### src/rtl/font_rom_arbiter_pkg.sv
// Shared widths, colour codes and pipeline record for the font ROM arbiter.
// No logic; latency/backpressure not applicable.
package font_rom_arbiter_pkg;

    localparam int CHAR_W  = 7;
    localparam int ROW_W   = 4;
    localparam int BIT_W   = 3;
    localparam int ADDR_W  = CHAR_W + ROW_W;
    localparam int IDX_W   = 3;
    localparam int FCNT_W  = 6;
    localparam int ROM_LAT = 1;

    typedef logic [2:0] rgb_t;

    localparam rgb_t RGB_BLACK = 3'b000;
    localparam rgb_t RGB_GREEN = 3'b010;
    localparam rgb_t RGB_WHITE = 3'b111;

    // Per-pixel state carried alongside the ROM access.
    typedef struct packed {
        logic              video;
        logic [BIT_W-1:0]  bit_sel;
        rgb_t              color;
    } s1_t;

    function automatic logic [ADDR_W-1:0] font_addr(input logic [CHAR_W-1:0] ch,
                                                    input logic [ROW_W-1:0]  row);
        return {ch, row};
    endfunction

endpackage

### src/rtl/font_rom_arbiter_if.sv
// Pixel-side requester bus plus font ROM port of the arbiter.
// Latency/backpressure defined by the arbiter: 2 cycles, never stalls.
interface font_rom_arbiter_if #(parameter int N_REQ = 8);
    import font_rom_arbiter_pkg::*;

    logic                    video_on;
    logic                    frame_tick;
    logic [N_REQ-1:0]        req_on;
    logic [CHAR_W*N_REQ-1:0] req_char;
    logic [ROW_W*N_REQ-1:0]  req_row;
    logic [BIT_W*N_REQ-1:0]  req_bit;
    logic [3*N_REQ-1:0]      req_color;
    logic [N_REQ-1:0]        blink_mask;
    rgb_t                    bg_color;
    logic [ADDR_W-1:0]       rom_addr;
    logic [7:0]              rom_data;
    logic                    grant_valid;
    logic [IDX_W-1:0]        grant_idx;
    rgb_t                    graph_rgb;

    modport master (
        output video_on, frame_tick, req_on, req_char, req_row, req_bit,
               req_color, blink_mask, bg_color, rom_data,
        input  rom_addr, grant_valid, grant_idx, graph_rgb
    );

    modport slave (
        input  video_on, frame_tick, req_on, req_char, req_row, req_bit,
               req_color, blink_mask, bg_color, rom_data,
        output rom_addr, grant_valid, grant_idx, graph_rgb
    );

endinterface

### src/rtl/font_rom_arbiter_prio_enc.sv
// Fixed-priority encoder: lowest set request bit wins.
// Purely combinational; no backpressure.
module prio_enc
    import font_rom_arbiter_pkg::*;
#(
    parameter int N_REQ = 8
) (
    input  logic [N_REQ-1:0] req,
    output logic             vld,
    output logic [IDX_W-1:0] idx
);

    always_comb begin
        vld = 1'b0;
        idx = '0;
        // Walk downward so the lowest index overwrites any higher one.
        for (int i = N_REQ - 1; i >= 0; i--) begin
            if (req[i]) begin
                vld = 1'b1;
                idx = IDX_W'(i);
            end
        end
    end

endmodule

### src/rtl/font_rom_arbiter.sv
// Shares one external font ROM among N_REQ text regions and produces the pixel colour.
// Latency: 2 cycles pixel-in to graph_rgb; no backpressure, one pixel per cycle.
module font_rom_arbiter
    import font_rom_arbiter_pkg::*;
#(
    parameter int N_REQ     = 8,
    parameter int BLINK_DIV = 30
) (
    input  logic              CLK,
    input  logic              RESET,
    font_rom_arbiter_if.slave bus
);

    logic [FCNT_W-1:0] frame_cnt;
    logic              blink_phase;
    logic [N_REQ-1:0]  eligible;
    logic              win_vld;
    logic [IDX_W-1:0]  win_idx;
    logic [CHAR_W-1:0] win_char;
    logic [ROW_W-1:0]  win_row;
    logic [BIT_W-1:0]  win_bit;
    rgb_t              win_color;
    s1_t               s1_d;
    s1_t               s1_q;

    // A blinking requester drops out during the hidden phase so the next one wins.
    assign eligible = bus.req_on & ~(bus.blink_mask & {N_REQ{blink_phase}});

    prio_enc #(.N_REQ(N_REQ)) u_prio_enc (
        .req (eligible),
        .vld (win_vld),
        .idx (win_idx)
    );

    always_comb begin
        win_char  = '0;
        win_row   = '0;
        win_bit   = '0;
        win_color = RGB_BLACK;
        for (int i = 0; i < N_REQ; i++) begin
            if (win_idx == IDX_W'(i)) begin
                win_char  = bus.req_char[i*CHAR_W +: CHAR_W];
                win_row   = bus.req_row[i*ROW_W +: ROW_W];
                win_bit   = bus.req_bit[i*BIT_W +: BIT_W];
                win_color = bus.req_color[i*3 +: 3];
            end
        end
    end

    assign bus.rom_addr = win_vld ? font_addr(win_char, win_row) : '0;
    assign s1_d         = '{video: bus.video_on, bit_sel: win_bit, color: win_color};

    always_ff @(posedge CLK) begin
        if (!RESET) begin
            frame_cnt   <= '0;
            blink_phase <= 1'b0;
        end else if (bus.frame_tick) begin
            if (frame_cnt == FCNT_W'(BLINK_DIV - 1)) begin
                frame_cnt   <= '0;
                blink_phase <= ~blink_phase;
            end else begin
                frame_cnt <= frame_cnt + 1'b1;
            end
        end
    end

    always_ff @(posedge CLK) begin
        if (!RESET) begin
            bus.grant_valid <= 1'b0;
            bus.grant_idx   <= '0;
            s1_q            <= '0;
            bus.graph_rgb   <= RGB_BLACK;
        end else begin
            bus.grant_valid <= win_vld;
            if (win_vld) begin
                bus.grant_idx <= win_idx;
            end
            s1_q <= s1_d;
            // rom_data now holds the word addressed by the pixel in s1_q; MSB is column 0.
            if (!s1_q.video) begin
                bus.graph_rgb <= RGB_BLACK;
            end else if (bus.grant_valid && bus.rom_data[3'd7 - s1_q.bit_sel]) begin
                bus.graph_rgb <= s1_q.color;
            end else begin
                bus.graph_rgb <= bus.bg_color;
            end
        end
    end

endmodule

### src/flat_wrapper.sv
// flat-port wrapper written by rule: the top's interface ports become plain ports
module font_rom_arbiter_flat import font_rom_arbiter_pkg::*;
#(
    parameter int N_REQ     = 8,
    parameter int BLINK_DIV = 30
)
  (CLK, RESET, bus_video_on, bus_frame_tick, bus_req_on, bus_req_char, bus_req_row, bus_req_bit, bus_req_color, bus_blink_mask, bus_bg_color, bus_rom_data, bus_rom_addr, bus_grant_valid, bus_grant_idx, bus_graph_rgb);
  font_rom_arbiter_if #(.N_REQ(N_REQ)) bus_i ();
  input  logic CLK;
  input  logic RESET;
  input wire logic [$bits(bus_i.video_on)-1:0] bus_video_on;
  input wire logic [$bits(bus_i.frame_tick)-1:0] bus_frame_tick;
  input wire logic [$bits(bus_i.req_on)-1:0] bus_req_on;
  input wire logic [$bits(bus_i.req_char)-1:0] bus_req_char;
  input wire logic [$bits(bus_i.req_row)-1:0] bus_req_row;
  input wire logic [$bits(bus_i.req_bit)-1:0] bus_req_bit;
  input wire logic [$bits(bus_i.req_color)-1:0] bus_req_color;
  input wire logic [$bits(bus_i.blink_mask)-1:0] bus_blink_mask;
  input wire logic [$bits(bus_i.bg_color)-1:0] bus_bg_color;
  input wire logic [$bits(bus_i.rom_data)-1:0] bus_rom_data;
  output wire logic [$bits(bus_i.rom_addr)-1:0] bus_rom_addr;
  output wire logic [$bits(bus_i.grant_valid)-1:0] bus_grant_valid;
  output wire logic [$bits(bus_i.grant_idx)-1:0] bus_grant_idx;
  output wire logic [$bits(bus_i.graph_rgb)-1:0] bus_graph_rgb;
  assign bus_i.video_on = bus_video_on;
  assign bus_i.frame_tick = bus_frame_tick;
  assign bus_i.req_on = bus_req_on;
  assign bus_i.req_char = bus_req_char;
  assign bus_i.req_row = bus_req_row;
  assign bus_i.req_bit = bus_req_bit;
  assign bus_i.req_color = bus_req_color;
  assign bus_i.blink_mask = bus_blink_mask;
  assign bus_i.bg_color = bus_bg_color;
  assign bus_i.rom_data = bus_rom_data;
  assign bus_rom_addr = bus_i.rom_addr;
  assign bus_grant_valid = bus_i.grant_valid;
  assign bus_grant_idx = bus_i.grant_idx;
  assign bus_graph_rgb = bus_i.graph_rgb;
  font_rom_arbiter #(.N_REQ(N_REQ), .BLINK_DIV(BLINK_DIV)) u_core (.CLK(CLK), .RESET(RESET), .bus(bus_i));
endmodule
### config.mk
export PLATFORM = sky130hd
export DESIGN_NAME = font_rom_arbiter_flat
export DESIGN_NICKNAME = d
export VERILOG_FILES = /design/src/rtl/font_rom_arbiter_pkg.sv /design/src/rtl/font_rom_arbiter_if.sv /design/src/rtl/font_rom_arbiter_prio_enc.sv /design/src/rtl/font_rom_arbiter.sv /design/src/flat_wrapper.sv
export SDC_FILE = /design/constraint.sdc
export NUM_CORES = 1
export LEC_CHECK = 0
export BUFFER_PORTS_ARGS = -buffer_cell sky130_fd_sc_hd__buf_2
export CORE_UTILIZATION = 35
export DETAILED_ROUTE_END_ITERATION = 10
export GPL_TIMING_DRIVEN = 0
export PLACE_DENSITY = 0.78
export SYNTH_ARGS = -nofsm -noshare
export SYNTH_HDL_FRONTEND = slang
export SYNTH_HIERARCHICAL = 1
export SYNTH_SLANG_ARGS = --single-unit
### constraint.sdc
create_clock -name CLK -period 2.5 [get_ports CLK]
set_input_delay 0.25 -clock CLK [delete_from_list [all_inputs] [get_ports CLK]]
set_output_delay 0.25 -clock CLK [all_outputs]
set_load 0.02 [all_outputs]
==> results.md, run 1 <==
* Status: finished, violations left
* Failing checks: setup timing
* Final TNS setup at -3067 ps
* Clk network pwr share at 0.188
* Reg power frac at 0.322
* Final min period at 2805 ps
* WHS at 208.0 ps
* Yosys reg bits at 21
* Ys async rst share at 0
* Die footprint at ~6400 sq um
* I/O pin total at around 190
* Worst clock skew at ~2.4 ps
* Root Driver: clkbuf_8
* Worst setup margin at -305.0 ps
* Later-pin clock latency in the skew report at 250 ps
* CTS tree: done
* First-pass GRT wire length at around 11000 um
* RSZ-0062 raised after global routing: yes
* CP Class: reg2out
* Int Power at 0.0007915 W
* P&R area growth vs syn at 64.43%
* Worst-path clk slew at 70 ps
* Yosys cell types at 38
* Most frequent cells in the layout: 179 x buf_2, 27 x mux2i_1, 24 x mux4_2
* N_diodes at 0
* All-Layer GR Usage at 0.2108
* Inserted Clock Buffers at 3
* Fillers at 536
* Layout cells sized above 1 at 0.6381
* Die Y at 79.91 um
* Cell Rows at 28
* Area of the multi-input gates at roughly 1700 sq um
* Finish-stage setup viols at 11
* Seq/Total Area, Yosys at 0.1979
* HP Class: in2reg
* R2r startpoint: u_core/blink_phase
* Combinational Power Share at 0.491
* Dpl cell area at 3147 sq um
* Drt pass-1 iters at 4
* Synth Area per Inst at approximately 10 sq um
* Slew Limit Fails at 0
* F_max at 0.3565 GHz
* Cts-stage hold buffer count at 0
* Core area at 5886 sq um
* Initial antenna violation count at 0
* Via Count at approximately 2500
* CP arrival at between 2000 and 3000 ps
* Leak pwr at 1.628 nW
* H-tree depth at 1
* Cell Area, Synth at 2125 sq um
* Most common cell after layout, fill and taps aside: buf_2
* Hold Path Origin: bus_video_on
* Fin area at 3493 sq um
* Worst EP required at 2250 ps
* CP Capture Type: output pin
* Number of synthesized flops with an enable pin at 0
* Syn_nets at 379
* Nets at 579
* DR DRC count at 0
* Primary FF master, synth: dfxtp_1
* Sequential cell area at roughly 420 sq um
* VDD IR-drop max at 213.6 uV
* DRT iter0 DRCs at 95
* YS warnings at 6
* Reg-to-reg critical path endpoint: u_core/s1_q[1]
* Critical path peak fanout at 9
* Synth Instances at 210
* Final core utilization at 0.5935
* Final hold vios at 0
* Clk sinks at 21
* Max-cap violations at 0
* Post-DP HPWL at 5858 um
* Port bufs at around 180
* Initial Util at 0.3610
* Overflow after GRT at 0
* Drt wl/cell at 15.02 um
* Reg2Reg Depth at 11
* Final WL at 7269 um
* PwrDens at 325.8 nW/um^2
* Final worst path period share at 1.122
* Die X at 79.91 um
* Slew at the pin closest to its max-slew limit at 439.6 ps
* Sw Ratio at 0.3044
* Worst Setup Start Kind: flop
* Vias in the first global route at 2367
* Clock tree buffer depth at 2
* Via/cell ratio at about 5
* Reg2Reg Setup Slack at roughly 60 ps
* Hold Crit Depth at 2
* Final Wtd Congestion at roughly 0.82
* Switching power total at about 0.00035 W
* Largest net degree at the start of global routing at 12
* Hold path endpoint: u_core/s1_q[6]
* Final ANT Viol Nets at 0
* Rel. slew slack at 0.7042
power by group through the flow:
stage          combinational, W  sequential (W)  clock (W)
6_report               0.000558        0.000366   0.000213
3_5_place_dp           0.000486        0.000375          0
3_3_place_gp           0.000476        0.000374          0
5_1_grt                0.000598        0.000369   0.000233
2_1_floorplan          0.000283        0.000378          0
4_1_cts                0.000505        0.000366   0.000217
state kept, by name, indices dropped and copies added (netlist names):
signal                  count
u_core/bus.graph_rgb        3
u_core/bus.grant_valid      1
u_core/frame_cnt            6
u_core/s1_q                 7
u_core/bus.grant_idx        3
u_core/blink_phase          1
cell usage after synthesis (2+ instances only):
library cell,count,area [sq um]
nor2_1,15,56.30
nand2_1,10,37.54
a211oi_1,2,15.01
xor2_1,4,35.03
inv_1,7,26.28
dfxtp_1,21,420.4
a2bb2oi_1,5,43.79
and2_1,6,37.54
a21boi_0,8,60.06
clkbuf_1,5,18.77
nand4_1,2,12.51
nor2b_1,18,112.6
mux4_2,24,540.5
mux2_2,2,22.52
o22a_1,5,43.79
o21ai_0,11,55.05
ha_1,2,25.02
mux2i_1,28,280.3
nand2b_1,2,12.51
buf_2,10,50.05
xnor2_1,2,17.52
a32o_1,5,50.05
layout make-up:
type | count | area share
multi-input cells | 165 | 0.4893
repair buffers | 196 | 0.2984
well taps | 75 | 0.02686
inverters | 7 | 0.007521
plain buffers | 16 | 0.04370
clock buffers | 4 | 0.01289
flip-flops and latches | 21 | 0.1214
per-stage QoR:
| stage | cells | total power, W | worst slack (ps) |
|---|---|---|---|
| after floorplan | 210 | 0.0006609 | 7.051 |
| after global placement | 468 | 0.0008499 | -457.2 |
| after detailed placement | 468 | 0.0008606 | -572.1 |
| after CTS | 473 | 0.001088 | -335.9 |
| after global routing | 484 | 0.001200 | -412.5 |
| final | 484 | 0.001138 | -305.0 |
kinds of logic (layout without fill, tap and decap cells):
group           Yosys count  after routing  synth area share
buf+inv                  24            223           0.05006
xor+xnor                  6              6           0.02473
fa+ha+maj                 2              2           0.01178
compound gates           42             42            0.1496
flops                    21             21            0.1979
mux                      55             55            0.4040
simple gates             60             60            0.1620
worst max-delay path: stages, from the launching register on:
cell and delay, ps:
dfxtp_4 390, buf_6 140, a21boi_4 70, buf_6 120, o41ai_4 350, buf_6 180, buf_12 140, mux4_2 510
mux2i_1 160, nor2b_1 60, buf_2 160
worst max-delay path by stage:
stage / from / end / slack [ps] / depth (start not counted)
2_1_floorplan: u_core/blink_phase / bus_rom_addr[5] / 7 / 10
3_3_place_gp: u_core/blink_phase / bus_rom_addr[6] / -460 / 9
3_5_place_dp: u_core/blink_phase / bus_rom_addr[7] / -570 / 11
4_1_cts: u_core/blink_phase / bus_rom_addr[7] / -340 / 10
5_1_grt: u_core/blink_phase / bus_rom_addr[7] / -410 / 11
6_report: u_core/blink_phase / bus_rom_addr[4] / -310 / 10
per-layer routing:
metal	vias to the layer above	track usage	share of wire
li1	1197	-	-
met3	10	0.02629	0.054
met4	0	0.04107	0.013
met5	-	0	0
met2	94	0.3821	0.53
met1	1157	0.2669	0.40
repair_timing:
item	4_1_cts	5_1_grt
resized for setup	28	36
setup buffers	2	11
pin swaps	1	5
setup endpoints to repair	17	11
Note: power is estimated with default switching activity, not from simulation.
==> inputs of run 2 (changes only) <==
Settings changed: CORE_UTILIZATION 35 to 37, PLACE_DENSITY 0.78 to 0.79, SYNTH_HIERARCHICAL 1 to default.
==> results.md, run 2 <==
* Status: finished, violations left (unchanged)
* Failing checks: setup timing (unchanged)
* Leading area contributor after synthesis: dfxtp_1 (was mux4_2)
* Cell Area, Synth at 2359 sq um (was 2125 sq um)
* Syn_nets at 487 (was 379)
* Final min period at 2614 ps (was 2805 ps)
* Finish-stage setup viols at 11 (unchanged)
* R2r startpoint: u_core.blink_phase (was u_core/blink_phase)
* Final TNS setup at -630.2 ps (was -3067 ps)
* Clk sinks at 21 (unchanged)
* Slew at the pin closest to its max-slew limit at 423.7 ps (was 439.6 ps)
* Synth top area share at 0.1782 (was 0.2544)
* Post-DP HPWL at 7912 um (was 5858 um)
* Most frequent cells in the layout: 172 x buf_2, 31 x nor2_1, 30 x buf_4 (was 179 x buf_2, 27 x mux2i_1, 24 x mux4_2)
* Post-synth top cells: 32 x nor2_1, 30 x nand2_1, 25 x mux2i_1 (was 28 x mux2i_1, 24 x mux4_2, 21 x dfxtp_1)
* Overflow after GRT at 0 (unchanged)
* Worst-path clk slew at 80 ps (was 70 ps)
* Tot Pwr at 0.001194 W (was 0.001138 W)
* Initial Util at 0.3914 (was 0.3610)
* Rel. slew slack at 0.7157 (was 0.7042)
* Synth Instances at 318 (was 210)
* Die footprint at 6698 sq um (was 6386 sq um)
* CP arrival at 2360 ps (was 2560 ps)
* CP Class: reg2out (unchanged)
* Primary FF master, synth: dfxtp_1 (unchanged)
* Top post-synthesis cells by area: dfxtp_1 18%, mux2i_1 11%, nor2_1 5.1% (was mux4_2 25%, dfxtp_1 20%, mux2i_1 13%)
* Max-cap violations at 0 (unchanged)
* DRT iter0 DRCs at 152 (was 95)
* Max reg flops at 7 (unchanged)
* Vias in the first global route at 3405 (was 2367)
* PwrDens at 293.4 nW/um^2 (was 325.8 nW/um^2)
* CTS tree: done (unchanged)
* Critical path peak fanout at 5 (was 9)
* All-Layer GR Usage at 0.3079 (was 0.2108)
* Final WL at 10710 um (was 7269 um)
* Later-pin clock latency in the skew report at 270 ps (was 250 ps)
* Die X at 81.84 um (was 79.91 um)
* Most common cell after layout, fill and taps aside: buf_2 (unchanged)
* Via/cell ratio at 5.739 (was 5.079)
* DR DRC count at 0 (unchanged)
* Count leader, synth: nor2_1 (was mux2i_1)
* Reg2Reg Setup Slack at 220 ps (was 60 ps)
* Nets at 701 (was 579)
* Yosys cell types at 49 (was 38)
* Drt pass-1 iters at 5 (was 4)
* Synth Area per Inst at 7.417 sq um (was 10.12 sq um)
* Largest net degree at the start of global routing at 12 (unchanged)
* N_diodes at 0 (unchanged)
* Final worst path period share at 1.046 (was 1.122)
* Worst clock skew at 3.837 ps (was 2.400 ps)
* Worst Setup Start Kind: flop (unchanged)
* Hold Path Origin: bus_video_on (unchanged)
* Worst setup margin at -114.2 ps (was -305.0 ps)
* Seq/Total Area, Yosys at 0.1782 (was 0.1979)
* Hold Crit Depth at 2 (unchanged)
* Leak pwr at 1.980 nW (was 1.628 nW)
* Reg2Reg Depth at 7 (was 11)
* Most flops, register: u_core.s1_q (was u_core/s1_q)
* Hold path endpoint: u_core.s1_q[6] (was u_core/s1_q[6])
* Reg-to-reg critical path endpoint: u_core.s1_q[4] (was u_core/s1_q[1])
* F_max at 0.3825 GHz (was 0.3565 GHz)
* H-tree depth at 1 (unchanged)
* Fin area at 4069 sq um (was 3493 sq um)
* Worst EP required at 2250 ps (about the same)
* P&R area growth vs syn at 72.52% (was 64.43%)
* RSZ-0062 raised after global routing: yes (unchanged)
* Die Y at 81.84 um (was 79.91 um)
* Layout cells sized above 1 at 0.5217 (was 0.6381)
* Biggest regs: u_core.s1_q: 7 flops, u_core.frame_cnt: 6 flops (was u_core/s1_q: 7 flops, u_core/frame_cnt: 6 flops)
* Dpl cell area at 3368 sq um (was 3147 sq um)
* Drt wl/cell at 17.68 um (was 15.02 um)
* VDD IR-drop max at 331.4 uV (was 213.6 uV)
* Root Driver: clkbuf_8 (unchanged)
* WHS at 185.9 ps (was 208.0 ps)
* YS warnings at 0 (was 6)
* CP Capture Type: output pin (unchanged)
* Slew Limit Fails at 0 (unchanged)
* Number of synthesized flops with an enable pin at 0 (unchanged)
* Cts-stage hold buffer count at 0 (unchanged)
* HP Class: in2reg (unchanged)
* Final hold vios at 0 (unchanged)
* Clock tree buffer depth at 2 (unchanged)
* Cell Rows at 28 (unchanged)
* Port bufs at 183 (unchanged)
* I/O pin total at 185 (unchanged)
* Ys async rst share at 0 (unchanged)
* Inserted Clock Buffers at 3 (unchanged)
* Final ANT Viol Nets at 0 (unchanged)
* Final Wtd Congestion at 0.8627 (was 0.8177)
* Core area at 6026 sq um (was 5886 sq um)
* Initial antenna violation count at 0 (unchanged)
* Via Count at 3478 (was 2458)
* Yosys reg bits at 21 (unchanged)
* First-pass GRT wire length at 15550 um (was 10630 um)
run 2: cell count changes in the layout (fill, tap and decap cells not counted), moves of 9 or more:
cell,delta
a21oi_1,+11
a31oi_1,+9
and3_1,+12
buf_4,+16
buf_6,+13
mux4_2,-22
nand2_1,+18
nor2_1,+16
nor2b_1,-14
nor3_1,+15
run 2: how the worst max path moves through the flow:
stage,start,to,slack [ps]
3_5_place_dp,u_core.blink_phase,bus_rom_addr[6],-310
2_1_floorplan,u_core.blink_phase,bus_rom_addr[8],250
5_1_grt,u_core.blink_phase,bus_rom_addr[1],-160
4_1_cts,u_core.blink_phase,bus_rom_addr[3],-60
6_report,u_core.blink_phase,bus_rom_addr[1],-110
3_3_place_gp,u_core.blink_phase,bus_rom_addr[3],-360
run 2: power by group:
group	leakage (nW)	internal (W)	switching, W
sequential	0.173	0.000351	0.0000107
clock	0.0228	0.000114	0.000118
combinational	1.78	0.000305	0.000295
run 2: through the flow:
| stage | setup WS, ps | utilization | instances |
|---|---|---|---|
| 5_1_grt | -160.8 | 0.6752 | 606 |
| 3_5_place_dp | -311.3 | 0.5590 | 576 |
| 3_3_place_gp | -358.5 | 0.5590 | 576 |
| 6_report | -114.2 | 0.6752 | 606 |
| 2_1_floorplan | 251.2 | - | 318 |
| 4_1_cts | -62.27 | 0.6412 | 596 |
run 2: timing repair:
action / CTS / global route
resized for setup: 85 / 30
buffers inserted: 15 / 9
gates cloned: 2 / 1
setup endpoints to repair: 12 / 11
pin swaps: 15 / 14
run 2: worst max-delay path: stages, from the launching register on:
cell and delay (ps):
dfxtp_4 380, buf_6 130, o21ba_4 160, or3_4 380
nor4b_4 310, buf_4 200, a32oi_2 60, o21ai_1 110
o31a_1 230, buf_6 140
run 2: final cells by class:
class                      instances  area (sq um)
timing repair buffer             210          1197
sequential                        21         424.2
clock buffer                       4         45.04
fill                             503          1957
buffer                            23         231.5
inverter                          11         41.29
tap                               75         93.84
multi-input combinational        262          2036
run 2: routing by layer:
layer | vias up | global-route usage | part of all wire
li1 | 1631 | - | -
met1 | 1586 | 0.3375 | 0.38
met2 | 226 | 0.5496 | 0.51
met3 | 35 | 0.05556 | 0.084
met4 | 0 | 0.1789 | 0.031
met5 | - | 0 | 0
run 2: kinds of logic (layout without fill, tap and decap cells):
family                     count (synthesis)  in the layout  synth area share
AOI/OAI and AO/OA                         96             96            0.2971
xor gates and xnor gates                   6              6           0.02229
muxes                                     32             32            0.1491
DFF                                       21             21            0.1782
adders and majority gates                  2              2           0.01061
buffers and inverters                     35            248           0.06844
and+or+nand+nor                          126            126            0.2743
==> inputs of run 3 (changes only) <==
--- a/config.mk
+++ b/config.mk
@@ -8,2 +8,3 @@
 export BUFFER_PORTS_ARGS = -buffer_cell sky130_fd_sc_hd__buf_2
+export CAP_MARGIN = 20
 export CORE_UTILIZATION = 37
==> constraint.sdc (replaced) <==
create_clock -name CLK -period 2.5 [get_ports CLK]
set_input_delay 0.375 -clock CLK [delete_from_list [all_inputs] [get_ports CLK]]
set_output_delay 0.375 -clock CLK [all_outputs]
set_load 0.02 [all_outputs]
==> results.md, run 3 (same netlist as run 2, synthesis figures left out) <==
* Status: finished, violations left (unchanged)
* Failing checks: setup timing (unchanged)
* Biggest regs: u_core.s1_q: 7 flops, u_core.frame_cnt: 6 flops (unchanged)
* Leak pwr at 1.980 nW (unchanged)
* Drt pass-1 iters at 5 (unchanged)
* Worst setup margin at -236.3 ps (was -114.2 ps)
* Finish-stage setup viols at 11 (unchanged)
* H-tree depth at 1 (unchanged)
* Slew Limit Fails at 0 (unchanged)
* Clock tree buffer depth at 2 (unchanged)
* Initial antenna violation count at 0 (unchanged)
* Critical path peak fanout at 5 (unchanged)
* Layout cells sized above 1 at 0.5217 (unchanged)
* Final WL at 10680 um (was 10710 um)
* Worst EP required at 2120 ps (was 2250 ps)
* Reg2Reg Setup Slack at 220 ps (about the same)
* Max reg flops at 7 (unchanged)
* Dpl cell area at 3368 sq um (unchanged)
* Fin area at 4069 sq um (unchanged)
* CP Class: reg2out (unchanged)
* CP arrival at 2360 ps (about the same)
* Die X at 81.84 um (unchanged)
* Worst clock skew at 2.940 ps (was 3.837 ps)
* Reg2Reg Depth at 7 (unchanged)
* Inserted Clock Buffers at 3 (unchanged)
* Final Wtd Congestion at 0.8627 (unchanged)
* Largest net degree at the start of global routing at 12 (unchanged)
* Final ANT Viol Nets at 0 (unchanged)
* F_max at 0.3655 GHz (was 0.3825 GHz)
* Final min period at 2736 ps (was 2614 ps)
* RSZ-0062 raised after global routing: yes (unchanged)
* Most common cell after layout, fill and taps aside: buf_2 (unchanged)
* Hold path endpoint: u_core.s1_q[6] (unchanged)
* Later-pin clock latency in the skew report at 270 ps (about the same)
* Via/cell ratio at 5.706 (was 5.739)
* PwrDens at 293.0 nW/um^2 (was 293.4 nW/um^2)
* Final worst path period share at 1.095 (was 1.046)
* VDD IR-drop max at 332.0 uV (was 331.4 uV)
* Fillers at 503 (unchanged)
* Nets at 701 (unchanged)
* Max-cap violations at 0 (unchanged)
* CTS tree: done (unchanged)
* DR DRC count at 0 (unchanged)
* Pre-CTS setup slack at -521.7 ps (was -311.3 ps)
* Clk sinks at 21 (unchanged)
* Vias in the first global route at 3405 (unchanged)
* Hold Path Origin: bus_video_on (unchanged)
* N_diodes at 0 (unchanged)
* Worst-path clk slew at 80 ps (about the same)
* Die footprint at 6698 sq um (unchanged)
* Cts-stage hold buffer count at 0 (unchanged)
* Core area at 6026 sq um (unchanged)
* Drt wl/cell at 17.63 um (was 17.68 um)
* R2r startpoint: u_core.blink_phase (unchanged)
* Port bufs at 183 (unchanged)
* Tot Pwr at 0.001192 W (was 0.001194 W)
* All-Layer GR Usage at 0.3079 (unchanged)
* Root Driver: clkbuf_8 (unchanged)
* I/O pin total at 185 (unchanged)
* Final TNS setup at -1983 ps (was -630.2 ps)
* Most frequent cells in the layout: 172 x buf_2, 31 x nor2_1, 30 x buf_4 (unchanged)
* First-pass GRT wire length at 15550 um (unchanged)
* Initial Util at 0.3914 (unchanged)
* DRT iter0 DRCs at 142 (was 152)
* Final core utilization at 0.6752 (unchanged)
* Die Y at 81.84 um (unchanged)
* P&R area growth vs syn at 72.52% (unchanged)
* CP Capture Type: output pin (unchanged)
* Cell Rows at 28 (unchanged)
* Rel. slew slack at 0.7090 (was 0.7157)
* Slew at the pin closest to its max-slew limit at 433.6 ps (was 423.7 ps)
* HP Class: in2reg (unchanged)
* Hold Crit Depth at 2 (unchanged)
* Overflow after GRT at 0 (unchanged)
* Most flops, register: u_core.s1_q (unchanged)
* Via Count at 3458 (was 3478)
* Reg-to-reg critical path endpoint: u_core.s1_q[4] (unchanged)
* Post-DP HPWL at 7912 um (unchanged)
* Worst Setup Start Kind: flop (unchanged)
* Final hold vios at 0 (unchanged)
[run 3: cell counts in the layout (fill, tap and decap cells not counted)]
No cell type changed its count.
[run 3: cell type report]
type	instances	area (sq um)	share of cell area
multi-input combinational	262	2036	0.5003
timing repair buffer	210	1197	0.2943
sequential	21	424.2	0.1042
buffer	23	231.5	0.05689
tap	75	93.84	0.02306
clock buffer	4	45.04	0.01107
inverter	11	41.29	0.01015
[run 3: per-layer routing]
metal	global-route usage	up-vias	wire length, um
li1	-	1635	-
met1	0.3375	1579	4003
met2	0.5496	203	5400
met3	0.05556	41	913
met4	0.1789	0	365
met5	0	-	0
[run 3: through the flow]
step	cells	hold WS, ps
after CTS	596	314.8
after detailed placement	576	464.8
after global placement	576	442.3
after floorplan	318	436.5
final	606	312.6
after global routing	606	309.7
[run 3: worst max path at each step]
stage | from | end | slack, ps | cells past startpoint
final | u_core.blink_phase | bus_rom_addr[1] | -240 | 9
after global routing | u_core.blink_phase | bus_rom_addr[1] | -290 | 9
after CTS | u_core.blink_phase | bus_rom_addr[3] | -190 | 9
after detailed placement | bus_req_on[5] | bus_rom_addr[6] | -520 | 10
after global placement | bus_req_on[6] | bus_rom_addr[3] | -500 | 9
after floorplan | bus_req_on[3] | bus_rom_addr[2] | 100 | 7
[run 3: critical path, cell delays in order, from the launching register on]
cell     delay [ps]
dfxtp_4         380
buf_6           130
o21ba_4         160
or3_4           380
nor4b_4         310
buf_4           200
a32oi_2          60
o21ai_1         110
o31a_1          230
buf_6           140
[run 3: repair_timing]
action | in CTS | in global routing
gates resized for setup | 85 | 30
cloned | 2 | 1
setup endpoints to repair | 12 | 11
buffers inserted | 15 | 9
hold endpoints to repair | 0 | 0
pin swaps | 15 | 14
[run 3: power breakdown]
| group | switching (W) | internal (W) |
|---|---|---|
| combinational | 0.000295 | 0.000305 |
| sequential | 0.0000107 | 0.000351 |
| clock | 0.000117 | 0.000114 |
